`config.mk`:
```
export PLATFORM = sky130hd
export DESIGN_NAME = ps2_rx_flat
export DESIGN_NICKNAME = d
export VERILOG_FILES = /design/src/rtl/ps2_pkg.sv /design/src/rtl/ps2_rx_if.sv /design/src/rtl/ps2_filter.sv /design/src/rtl/ps2_rx.sv /design/src/flat_wrapper.sv
export SDC_FILE = /design/constraint.sdc
export NUM_CORES = 1
export LEC_CHECK = 0
export CAP_MARGIN = 20
export CORE_MARGIN = 2
export CORE_UTILIZATION = 55
export DETAILED_ROUTE_END_ITERATION = 12
export DONT_BUFFER_PORTS = 1
export PLACE_DENSITY = 0.75
export SLEW_MARGIN = 30
export SYNTH_ARGS = -nofsm -noshare
export SYNTH_HDL_FRONTEND = slang
export SYNTH_SLANG_ARGS = --single-unit
```
`constraint.sdc`:
```
create_clock -name clk_i -period 1.99 [get_ports clk_i]
set_input_delay 0.398 -clock clk_i [delete_from_list [all_inputs] [get_ports clk_i]]
set_output_delay 0.398 -clock clk_i [all_outputs]
set_load 0.02 [all_outputs]
```
`src/rtl/ps2_pkg.sv`:
```
// ps2_pkg: types and constants shared by the PS/2 receive and transmit blocks.
//   rx_state_t       - receiver FSM state encoding (2 bits)
//   FRAME_BITS       - bits per device-to-host frame (start, 8 data, parity, stop)
//   ACK/BAT_OK/...   - common device response and host command bytes
//   odd_parity_ok()  - true when data ones plus the parity bit is odd
package ps2_pkg;

    typedef enum logic [1:0] {
        IDLE  = 2'd0,
        SHIFT = 2'd1,
        CHECK = 2'd2
    } rx_state_t;

    localparam int FRAME_BITS = 11;

    localparam logic [7:0] ACK              = 8'hFA;
    localparam logic [7:0] BAT_OK           = 8'hAA;
    localparam logic [7:0] RESEND           = 8'hFE;
    localparam logic [7:0] ENABLE_REPORTING = 8'hF4;

    function automatic logic odd_parity_ok(input logic [7:0] data, input logic parity);
        return ^{data, parity};
    endfunction

endpackage

```
`src/rtl/ps2_rx_if.sv`:
```
// ps2_rx_if: pin-side inputs and byte-side outputs of the PS/2 receiver.
//   master - the receiver: takes the raw pins and enable, drives byte/status
//   slave  - the consumer (packet decoder / bench): sees byte/status
interface ps2_rx_if;
    logic       rx_en_i;
    logic       ps2_clk_i;
    logic       ps2_data_i;
    logic [7:0] rx_data_o;
    logic       rx_valid_o;
    logic       parity_err_o;
    logic       frame_err_o;
    logic       idle_o;
    logic [1:0] state_o;
    logic [3:0] bit_count_o;

    modport master (
        input  rx_en_i, ps2_clk_i, ps2_data_i,
        output rx_data_o, rx_valid_o, parity_err_o, frame_err_o,
               idle_o, state_o, bit_count_o
    );

    modport slave (
        output rx_en_i, ps2_clk_i, ps2_data_i,
        input  rx_data_o, rx_valid_o, parity_err_o, frame_err_o,
               idle_o, state_o, bit_count_o
    );
endinterface

```
`src/rtl/ps2_filter.sv`:
```
// ps2_filter: conditions the asynchronous PS/2 pins.
//   clk_i, reset_ni - system clock, async active-low reset
//   ps2_clk_i       - raw PS/2 clock pin; two-flop synced then debounced
//   ps2_data_i      - raw PS/2 data pin; two-flop synced only
//   clk_fall_o      - one-cycle pulse when the debounced clock goes 1->0
//   data_o          - synchronized data, valid to sample alongside clk_fall_o
module ps2_filter #(
    parameter int FILTER_LEN = 8
) (
    input  logic clk_i,
    input  logic reset_ni,
    input  logic ps2_clk_i,
    input  logic ps2_data_i,
    output logic clk_fall_o,
    output logic data_o
);

    localparam int CNT_W = (FILTER_LEN > 1) ? $clog2(FILTER_LEN) : 1;

    logic [1:0]       clk_sync;
    logic [1:0]       data_sync;
    logic             clk_filt;
    logic [CNT_W-1:0] cnt;

    // Lines idle high, so synchronizers and filter come out of reset at 1
    // and no spurious edge appears on release.
    always_ff @(posedge clk_i or negedge reset_ni) begin
        if (!reset_ni) begin
            clk_sync   <= 2'b11;
            data_sync  <= 2'b11;
            clk_filt   <= 1'b1;
            cnt        <= '0;
            clk_fall_o <= 1'b0;
        end else begin
            clk_sync   <= {clk_sync[0], ps2_clk_i};
            data_sync  <= {data_sync[0], ps2_data_i};
            clk_fall_o <= 1'b0;
            // cnt counts consecutive samples disagreeing with the filtered
            // level; any agreeing sample restarts the run.
            if (clk_sync[1] == clk_filt) begin
                cnt <= '0;
            end else if (cnt == CNT_W'(FILTER_LEN - 1)) begin
                clk_filt   <= clk_sync[1];
                cnt        <= '0;
                clk_fall_o <= clk_filt;   // old level 1 means this is 1->0
            end else begin
                cnt <= cnt + 1'b1;
            end
        end
    end

    assign data_o = data_sync[1];

endmodule

```
`src/rtl/ps2_rx.sv`:
```
// ps2_rx: receives 11-bit device-to-host PS/2 frames and reports one byte
// (or one error) per frame.
//   clk_i, reset_ni - system clock, async active-low reset
//   bus (master)    - rx_en_i, raw ps2 pins in; rx_data_o, rx_valid_o,
//                     parity_err_o, frame_err_o, idle_o, state_o,
//                     bit_count_o out
module ps2_rx
    import ps2_pkg::*;
#(
    parameter int FILTER_LEN     = 8,
    parameter int TIMEOUT_CYCLES = 200_000
) (
    input  logic         clk_i,
    input  logic         reset_ni,
    ps2_rx_if.master     bus
);

    localparam int TO_W = (TIMEOUT_CYCLES > 1) ? $clog2(TIMEOUT_CYCLES) : 1;
    localparam int SR_W = FRAME_BITS - 1;

    logic              clk_fall;
    logic              data_s;
    rx_state_t         state;
    logic [3:0]        bit_cnt;
    logic [SR_W-1:0]   shift_reg;
    logic [TO_W-1:0]   to_cnt;
    logic [7:0]        rx_data;
    logic              rx_valid;
    logic              parity_err;
    logic              frame_err;

    ps2_filter #(.FILTER_LEN(FILTER_LEN)) u_filter (
        .clk_i      (clk_i),
        .reset_ni   (reset_ni),
        .ps2_clk_i  (bus.ps2_clk_i),
        .ps2_data_i (bus.ps2_data_i),
        .clk_fall_o (clk_fall),
        .data_o     (data_s)
    );

    // Bits shift in at the MSB. When the stop bit arrives the register holds
    // start at [0], data LSB..MSB at [8:1] and parity at [9]; the stop bit
    // itself is taken straight from data_s so the verdict is registered in
    // the stop-edge cycle and its pulse coincides with the CHECK state.
    always_ff @(posedge clk_i or negedge reset_ni) begin
        if (!reset_ni) begin
            state      <= IDLE;
            bit_cnt    <= '0;
            shift_reg  <= '0;
            to_cnt     <= '0;
            rx_data    <= '0;
            rx_valid   <= 1'b0;
            parity_err <= 1'b0;
            frame_err  <= 1'b0;
        end else begin
            rx_valid   <= 1'b0;
            parity_err <= 1'b0;
            frame_err  <= 1'b0;
            case (state)
                IDLE: begin
                    to_cnt <= '0;
                    if (clk_fall && bus.rx_en_i && !data_s) begin
                        state     <= SHIFT;
                        bit_cnt   <= 4'd1;
                        shift_reg <= {data_s, shift_reg[SR_W-1:1]};
                    end
                end
                SHIFT: begin
                    if (!bus.rx_en_i) begin
                        // host inhibit or transmit start: drop the frame silently
                        state   <= IDLE;
                        bit_cnt <= '0;
                        to_cnt  <= '0;
                    end else if (clk_fall) begin
                        shift_reg <= {data_s, shift_reg[SR_W-1:1]};
                        bit_cnt   <= bit_cnt + 4'd1;
                        to_cnt    <= '0;
                        if (bit_cnt == 4'(FRAME_BITS - 1)) begin
                            state <= CHECK;
                            if (!data_s)
                                frame_err <= 1'b1;
                            else if (!odd_parity_ok(shift_reg[8:1], shift_reg[9]))
                                parity_err <= 1'b1;
                            else begin
                                rx_data  <= shift_reg[8:1];
                                rx_valid <= 1'b1;
                            end
                        end
                    end else if (to_cnt == TO_W'(TIMEOUT_CYCLES - 1)) begin
                        frame_err <= 1'b1;
                        state     <= IDLE;
                        bit_cnt   <= '0;
                        to_cnt    <= '0;
                    end else begin
                        to_cnt <= to_cnt + 1'b1;
                    end
                end
                CHECK: begin
                    // edges here cannot occur with legal PS/2 timing; ignored
                    state   <= IDLE;
                    bit_cnt <= '0;
                end
                default: begin
                    state   <= IDLE;
                    bit_cnt <= '0;
                end
            endcase
        end
    end

    assign bus.rx_data_o    = rx_data;
    assign bus.rx_valid_o   = rx_valid;
    assign bus.parity_err_o = parity_err;
    assign bus.frame_err_o  = frame_err;
    assign bus.idle_o       = (state == IDLE);
    assign bus.state_o      = state;
    assign bus.bit_count_o  = bit_cnt;

endmodule

```
`src/flat_wrapper.sv`:
```
// flat-port wrapper written by rule: the top's interface ports become plain ports
module ps2_rx_flat import ps2_pkg::*;
#(
    parameter int FILTER_LEN     = 8,
    parameter int TIMEOUT_CYCLES = 200_000
)
  (clk_i, reset_ni, bus_rx_en_i, bus_ps2_clk_i, bus_ps2_data_i, bus_rx_data_o, bus_rx_valid_o, bus_parity_err_o, bus_frame_err_o, bus_idle_o, bus_state_o, bus_bit_count_o);
  ps2_rx_if bus_i ();
  input  logic clk_i;
  input  logic reset_ni;
  input wire logic [$bits(bus_i.rx_en_i)-1:0] bus_rx_en_i;
  input wire logic [$bits(bus_i.ps2_clk_i)-1:0] bus_ps2_clk_i;
  input wire logic [$bits(bus_i.ps2_data_i)-1:0] bus_ps2_data_i;
  output wire logic [$bits(bus_i.rx_data_o)-1:0] bus_rx_data_o;
  output wire logic [$bits(bus_i.rx_valid_o)-1:0] bus_rx_valid_o;
  output wire logic [$bits(bus_i.parity_err_o)-1:0] bus_parity_err_o;
  output wire logic [$bits(bus_i.frame_err_o)-1:0] bus_frame_err_o;
  output wire logic [$bits(bus_i.idle_o)-1:0] bus_idle_o;
  output wire logic [$bits(bus_i.state_o)-1:0] bus_state_o;
  output wire logic [$bits(bus_i.bit_count_o)-1:0] bus_bit_count_o;
  assign bus_i.rx_en_i = bus_rx_en_i;
  assign bus_i.ps2_clk_i = bus_ps2_clk_i;
  assign bus_i.ps2_data_i = bus_ps2_data_i;
  assign bus_rx_data_o = bus_i.rx_data_o;
  assign bus_rx_valid_o = bus_i.rx_valid_o;
  assign bus_parity_err_o = bus_i.parity_err_o;
  assign bus_frame_err_o = bus_i.frame_err_o;
  assign bus_idle_o = bus_i.idle_o;
  assign bus_state_o = bus_i.state_o;
  assign bus_bit_count_o = bus_i.bit_count_o;
  ps2_rx #(.FILTER_LEN(FILTER_LEN), .TIMEOUT_CYCLES(TIMEOUT_CYCLES)) u_core (.clk_i(clk_i), .reset_ni(reset_ni), .bus(bus_i));
endmodule
```
Yosys cells after proc, flatten, opt, wreduce, memory -nomap -nowiden
Index checks and enable logic that the tools add are counted.
Cells by class
  muxes and demuxes: 41
  reductions and logical operators: 11
  bitwise operators: 1
  add/subtract/negate cells: 3
  equal/unequal tests: 10
Operators by type and width (number)
  $mux 18: 3
  $pmux 18 s2: 1
  $mux 10: 3
  $mux 1: 20
  $pmux 10 s2: 1
  $add 18x1->18 const B: 1
  $eq 18x18->1 const B: 1
  $mux 4: 4
  $mux 2: 5
  $reduce_xor 9->1: 1
  $ne 4x3->1 const B: 2
  $pmux 4 s2: 1
  $mux 3: 2
  $reduce_and 6->1: 1
  $add 4x1->4 const B: 1
  $eq 4x4->1 const B: 1
  $ne 2x2->1 const B: 2
  $pmux 2 s2: 1
  $reduce_and 2->1: 2
  $reduce_and 4->1: 1
  $add 3x1->3 const B: 1
  $eq 3x3->1 const B: 1
  $reduce_and 3->1: 1
  $eq 2x1->1 const B: 1
  7 further kinds: 8
Storage, ports and cells
  word-level logic and storage cells: 79
  input port bits: 5
  flip-flop bits (word level): 54
  output and inout port bits: 18

Logic depth before layout (Yosys ltp)
Gate-level depths: netlist of the first run.
  depth in word-level cells: 7
  depth in mapped cells: 8
  mapped depth without buffers: 7

Cells and area by module
From an unflattened synthesis of the first run, not the netlist that was laid out.
Second synthesis, totals
  cell total of the unflattened synthesis: 214
  area total of the unflattened synthesis: 2413.6 um^2
By module, submodules not included
  ps2_rx: cells an instance 197, sequential area each 1101.1 um^2, area each 2102.0 um^2, times used 1
  ps2_filter: cells an instance 17, sequential area each 231.5 um^2, area each 311.5 um^2, times used 1

Least setup slack after synthesis of the first run
Ideal clock, no wire load.
  kind: reg2reg
  start: register u_core.bit_cnt[0], in the netlist u_core.bus.bit_count_o[0]
  end: register u_core.rx_data[0], in the netlist u_core.bus.rx_data_o[0]
  data arrival time: 1.825 ns
  required time: 1.865 ns
  setup time: 0.125 ns
  clock period less this slack: 1.949 ns
  path buffers: 0
  stages on the path, launching flop included: 8
  path slack: 0.041 ns
  path through: dfrtp_1 inv_1 ha_1 nand3b_1 or3_1 nor2_1 mux2_4 mux2_2
Between the ends
  cells in the longest elaborated chain, start to end: 2
RTL lines
  from (decl): line ps2_rx.sv:24  | logic [3:0] bit_cnt;
  from (signal assigned): line ps2_rx.sv:76  | bit_cnt <= bit_cnt + 4'd1;
  $eq 4x4->1: line ps2_rx.sv:78  | if (bit_cnt == 4'(FRAME_BITS - 1)) begin
  $reduce_and 6->1 (no source line)
  to (signal assigned): line ps2_rx.sv:85  | rx_data <= shift_reg[8:1];
  to (decl): line ps2_rx.sv:27  | logic [7:0] rx_data;
No other way between the ends.
A chain may end at the register's enable or synchronous reset.

Worst setup path in the final report of the first run
  start: register u_core.bit_cnt[0], in the netlist u_core.bus.bit_count_o[0]
  end: register u_core.rx_data[2], in the netlist u_core.bus.rx_data_o[2]
The elaborated chain is that of the path after synthesis.

==> results of run 1 <==
==> cell usage in the layout (no fill, tap or decap), types with 2 or more instances in the layout <==
master and count:
nor3b_1 2, ha_1 5, nor2_1 26, buf_4 16
clkbuf_8 6, nor3_1 5, dfrtp_1 48, a21oi_1 4
nand2_1 14, nand4_1 3, mux2_2 16, xor2_1 11
nor2_2 3, xnor2_1 11, nand3b_1 4, a22o_1 2
inv_1 5, nand3_1 7, dfstp_2 5, o21ai_0 6
and3_1 5, and2_1 2
==> logic make-up after synthesis <==
family	count (synthesis)
AO/OA/AOI/OAI	20
XOR/XNOR	22
adder cells (fa/ha/maj)	5
buffers and inverters	9
flip-flops	53
multiplexers	18
AND/OR/NAND/NOR	81
==> layer usage <==
| layer | track usage [%] | wire (um) | vias to the layer above |
|---|---|---|---|
| met5 | 0 | 0 | - |
| met4 | 8.71 | 87 | 0 |
| met3 | 5.67 | 230 | 11 |
| met2 | 29.7 | 2110 | 42 |
| met1 | 24.8 | 1900 | 775 |
| li1 | - | - | 754 |
==> repair_timing <==
item | CTS | global route
setup endpoints to repair | 0 | 13
hold buffers | 2 | 0
hold endpoints to repair | 53 | 0
setup buffers | 0 | 1
resized for setup | 0 | 6
==> power groups by stage <==
stage | Clock [mW] | Sequential, mW | Combinational [mW]
after floorplan | 0 | 1.16 | 0.0549
after global placement | 0 | 1.16 | 0.0616
after detailed placement | 0 | 1.17 | 0.0746
after CTS | 0.641 | 1.15 | 0.104
after global routing | 0.696 | 1.15 | 0.118
final | 0.622 | 1.15 | 0.102
==> metrics by stage <==
step	util, %	power (mW)	area [um^2]
after floorplan	-	1.21	2360
after global placement	62.0	1.22	2520
after detailed placement	62.0	1.24	2520
after CTS	65.3	1.89	2650
after global routing	66.1	1.96	2680
final	66.1	1.87	2680
==> worst min-delay path by stage <==
stage	slack, ps	to	cells after the start	from
after floorplan	100	u_core.bus.bit_count_o[0]	0	reset_ni
after detailed placement	100	u_core.bus.bit_count_o[2]	0	reset_ni
after CTS	70	u_core.u_filter.data_sync[0]	0	bus_ps2_data_i
final	70	u_core.u_filter.data_sync[0]	0	bus_ps2_data_i
after global placement	100	u_core.bus.bit_count_o[2]	0	reset_ni
after global routing	50	u_core.u_filter.data_sync[0]	0	bus_ps2_data_i
==> area by class of cell <==
cell class / instances / area (um^2)
inverter: 5 / 18.8
clock inverter: 2 / 13.8
timing repair buffer: 18 / 158
fill: 281 / 1380
multi-input combinational: 146 / 1010
clock buffer: 6 / 82.6
tap: 50 / 62.6
sequential: 53 / 1330
==> results by group, run 1 <==
STA
  – Final hold viol count: 0
  – Final Worst Setup Slack: 54.5 ps
  – Worst setup skew after layout: roughly 11 ps
  – Hold slack: 74.3 ps
  – Period utilisation layout: between 90% and 100%
  – Maximum achievable frequency: 517 MHz
  – Count of endpoints failing setup in the final report: 0
  – Number of pins exceeding their max-slew limit in the final report: 0
  – Fin crit period: 1940 ps
  – Worst slew slack as a fraction of its limit: 56.6%
  – Fin Setup TNS: 0 ps
  – Worst Max-Slew Pin Slew: around 650 ps
  – Unrepaired setup endpoints after global routing: true

Logic synthesis
  – Flops & latches, synth: 53
  – Sequential fraction of the synthesis area: a little under three fifths
  – Synth warn: 0
  – EDFF count, synth: 0
  – Distinct cells, synth: 41
  – Cell count after synthesis: 208
  – Library cell with the highest instance count after synthesis: dfrtp_1
  – Area share of the leading cell type in the synthesized netlist: 50.8%
  – Adder-cell share of the synthesized area: 2.65%
  – Async S/R FF share, synth: 100%
  – Cell types with the largest area share after synthesis: dfrtp_1 (51%), mux2_2 (7.6%), dfstp_2 (5.6%), nor2_1 (4.6%), xnor2_1 (4.1%)
  – Post-synthesis share of cell area spent on xor and xnor gates: 8.16%
  – Syn_nets: 218
  – Commonest cells in the netlist: dfrtp_1 (48), nor2_1 (29), mux2_2 (16)
  – Simple-gate share of the synthesized area: 17.2%
  – Largest family of logic cells by synthesized area: simple AND/OR/NAND/NOR gates
  – Post-synthesis cell type with the largest combined area: dfrtp_1
  – Flip-flop cell with the highest count after synthesis: dfrtp_1
  – Compound-cell area share of the yosys netlist: between 5 and 6%
  – Multiplexer share of the synthesized area: ~8.7%
  – Synthesized cell area: roughly 0.0024 mm^2
  – Mean instance size in the synthesized netlist: 11.4 um^2

Floorplan
  – Core Footprint: ~0.0041 mm^2
  – # IOs: 23
  – Total number of placement rows: 23
  – Starting utilization of the core area: 58.2%
  – Die X: 69.5 um
  – Die outline area: around 0.0048 mm^2
  – Overall die height: 69.5 um

Drt
  – Final WL: 4330 um
  – DRT antenna net count: 0
  – Total vias in the final route: 1,582
  – Number of vias per cell: about 5.7
  – Residual DRC count: 0
  – Average routed wire per standard cell: 15.5 um
  – DRC violation total after the first TritonRoute iteration: about 130
  – Pre-antenna DRT Iters: 4

Place
  – Placer's final routability congestion estimate: 0.874
  – Post-placement cell count: 269
  – Worst setup slack before clock tree synthesis: roughly 34 ps
  – Count of port buffers added during placement: 0
  – Sum of net half-perimeters after detailed placement: roughly 3000 um

Clock network
  – TritonCTS clock tree: built
  – Clock Sinks: 53
  – Clock root buffer master: clkbuf_8
  – Number of H-tree levels: 2
  – Inserted Clock Buffers: 5
  – Maximum count of clock buffers along a single path: 2
  – Clock Latency Late Sink: 310 ps
  – CTS clock-pin slew for the worst setup and hold paths: 100 ps

Layout
  – Share of final-layout standard cells stronger than drive strength 1: 23.5%
  – Max FFs per register: 18
  – Post-route non-filler standard cell count: 280
  – Area grow syn2layout: 13.5%
  – N_diodes: 0
  – Final layout net count: 239

Critical path
  – Crit path from: u_core.bus.bit_count_o[0]
  – Depth of the critical timing path with buffers and inverters included: 7
  – Worst R2R Start: u_core.bus.bit_count_o[0]
  – Number of cells on the worst reg-to-reg path: 7
  – Kind of critical path: reg -> reg
  – CP endpoint kind: register
  – Crit path max fanout: 7
  – Crit path cell chain: inv_1 > ha_1 > nand3b_1 > or3_4 > nor2_2 > mux2_4 > mux2_2
  – Reg2reg end: u_core.bus.rx_data_o[2]
  – Count of buffering cells on the critical path with inverters included: 1
  – Slowest cell on the critical path: or3_4
  – Worst EP required: 2180 ps
  – Cell family with the largest share of critical-path delay: simple AND/OR/NAND/NOR gates
  – Maximum single-stage delay on the critical path: 430 ps
  – Setup slack of the most critical reg-to-reg path: 50 ps
  – Critical Path Source Type: register
  – Timing endpoint of the critical path: u_core.bus.rx_data_o[2]
  – Worst EP arrival: 2120 ps

Power and ir drop
  – Sequential fraction of design power: 61.3%
  – Combinational group share of total power: 5.5%
  – Power per cell area: roughly 700 mW/mm^2
  – Internal Dissipation: around 1.5 mW
  – Leakage power figure: 1.24 nW
  – Switching Power: 417 uW
  – Switching power as a share of total power: 22.3%
  – Relative contribution of the clock network to total power: 33.3%
  – Peak VDD IR: 672 uV

Global routing
  – Remaining global-route overflow: 0
  – Wire length of the first global-routing pass: 7430 um
  – Initial antenna violation count: 0
  – Vias in the first global route: about 1,700
  – Pin count of the biggest net entering global routing: 54
  – Overall track demand over capacity in global routing: 19.1%

Min path
  – Class of the worst hold path: in -> reg

Outcome
  – Run status: complete, no violations

Flow run
  – Max-capacitance violation count: 0
Note: power is estimated with default switching activity, not from simulation.
==> run 2, diff against run 1 <==
- CELL_PAD_IN_SITES_DETAIL_PLACEMENT: not set -> 1
- CELL_PAD_IN_SITES_GLOBAL_PLACEMENT: not set -> 2
- CORE_UTILIZATION: 55 -> 41
- PLACE_DENSITY: 0.75 -> 0.82
- RECOVER_POWER: not set -> 100
==> run 2 against run 1 <==
Net effect: clock skew increased by 6.2 ps; maximum frequency shrank 0.82%; global-route usage shrank 1.8 points; total power grew 1.0%; largest cell class unchanged.
==> results by group, run 2 (synthesized netlist as in run 1, its figures left out) <==
Outcome
  – Run status: complete, no violations

Critical path
  – Crit path from: u_core.to_cnt[9]
  – Setup slack of the most critical reg-to-reg path: just under 40 ps
  – Maximum single-stage delay on the critical path: 510 ps
  – Worst EP arrival: approximately 2200 ps
  – Worst R2R Start: u_core.to_cnt[9]
  – Crit path cell chain: or4_1 > nor2_2 > a21oi_1 > buf_4 > or2_4 > a211o_1
  – Timing endpoint of the critical path: u_core.bus.bit_count_o[3]
  – Crit path max fanout: 11
  – Worst EP required: 2200 ps
  – Slowest cell on the critical path: or4_1
  – CP endpoint kind: register
  – Kind of critical path: reg -> reg
  – Critical Path Source Type: register
  – Number of cells on the worst reg-to-reg path: 6
  – Reg2reg end: u_core.bus.bit_count_o[3]

STA
  – Worst Max-Slew Pin Slew: 1250 ps
  – Unrepaired setup endpoints after global routing: true
  – Final hold viol count: 0
  – Worst setup skew after layout: 17.7 ps
  – Number of pins exceeding their max-slew limit in the final report: 0
  – Count of endpoints failing setup in the final report: 0
  – Period utilisation layout: 98.1%
  – Fin crit period: just under 2000 ps
  – Worst slew slack as a fraction of its limit: ~17%
  – Maximum achievable frequency: 512 MHz

Global routing
  – Overall track demand over capacity in global routing: 17.3%
  – Wire length of the first global-routing pass: 8670 um
  – Remaining global-route overflow: 0
  – Initial antenna violation count: 0
  – Vias in the first global route: around 1,800
  – Pin count of the biggest net entering global routing: 54

Clock network
  – Number of H-tree levels: 2
  – TritonCTS clock tree: built
  – Clock root buffer master: clkbuf_8
  – Inserted Clock Buffers: 5
  – Maximum count of clock buffers along a single path: 2
  – Clock Sinks: 53
  – Clock Latency Late Sink: ~310 ps
  – CTS clock-pin slew for the worst setup and hold paths: 110 ps

Layout
  – Leading cell type in the layout, fill and taps excluded: dfrtp_1
  – N_diodes: 0
  – Share of final-layout standard cells stronger than drive strength 1: between 20% and 30%
  – Max FFs per register: 18
  – Area grow syn2layout: 15.8%
  – Leading cell types in the layout, fill and taps excluded: dfrtp_1 (48), nor2_1 (26), buf_4 (21)
  – Share of the core filled with cells in the final layout: around half
  – Final layout net count: 244

Power and ir drop
  – Sum of internal, switching and leakage power: 1.89 mW
  – Power per cell area: 690 mW/mm^2
  – Leakage power figure: between 1 and 1.5 nW
  – Peak VDD IR: 501 uV

Floorplan
  – # IOs: 23
  – Die X: 79.9 um
  – Starting utilization of the core area: roughly 43%
  – Core Footprint: roughly 0.0055 mm^2
  – Total number of placement rows: 27
  – Die outline area: ~0.0064 mm^2
  – Overall die height: 79.9 um

Drt
  – Average routed wire per standard cell: 16.3 um
  – DRC violation total after the first TritonRoute iteration: 86
  – Residual DRC count: 0
  – DRT antenna net count: 0
  – Final WL: 5010 um
  – Pre-antenna DRT Iters: 4
  – Number of vias per cell: 5.32
  – Total vias in the final route: 1,632

Place
  – Sum of net half-perimeters after detailed placement: 3550 um
  – Count of port buffers added during placement: 0
  – Placer's final routability congestion estimate: 0.776

Flow run
  – Max-capacitance violation count: 0

Min path
  – Class of the worst hold path: in -> reg
## run 2: power by group
part	switching [mW]	leakage (nW)	internal, mW
registers	0.0229	0.710	1.12
logic	0.0500	0.498	0.0401
clock network	0.365	0.0478	0.287
## run 2: how the worst min path moves through the flow
stage,to,cells after the start,start
2_1_floorplan,u_core.bus.bit_count_o[0],0,reset_ni
3_3_place_gp,u_core.shift_reg[6],0,reset_ni
3_5_place_dp,u_core.shift_reg[5],0,reset_ni
4_1_cts,u_core.u_filter.data_sync[0],0,bus_ps2_data_i
5_1_grt,u_core.u_filter.data_sync[0],0,bus_ps2_data_i
6_report,u_core.u_filter.data_sync[0],0,bus_ps2_data_i
## run 2: per-layer routing
layer | part of all wire (%) | vias to the layer above | track usage [%]
met3 | 3.6 | 7 | 3.96
li1 | - | 760 | -
met2 | 52 | 23 | 30.3
met5 | 0 | - | 0
met1 | 43 | 842 | 21.5
met4 | 1.1 | 0 | 4.58
## run 2: worst max-delay path, delay by kind of cell, from the launching register on
family	cells	cell delay, ps
compound gates	2	370
simple gates	3	890
buf+inv	1	170
flops	1	430
## run 2: metrics by stage
step	cells	instance area, um^2	setup slack [ps]	setup TNS (ps)	hold WS (ps)
6_report	307	2740	38.6	0	64.6
5_1_grt	307	2740	-32.1	-119	48.4
4_1_cts	304	2700	41.2	0	62.3
3_5_place_dp	294	2570	53.8	0	103
3_3_place_gp	294	2570	112	0	104
2_1_floorplan	208	2360	40.7	0	102
## run 2: final cells by class
| cell class | count | area [um^2] |
|---|---|---|
| clock buffers | 6 | 82.6 |
| clock inverters | 2 | 16.3 |
| fillers | 614 | 2800 |
| inverters | 5 | 18.8 |
| multi-input cells | 146 | 1020 |
| flip-flops and latches | 53 | 1330 |
| well taps | 72 | 90.1 |
| repair buffers | 23 | 173 |
## run 2: what timing repair did
item,CTS,global route
endpoints found under the setup margin,0,19
endpoints found under the hold margin,53,0
resized for setup,0,9
buffers inserted,0,3
hold buffers,2,0
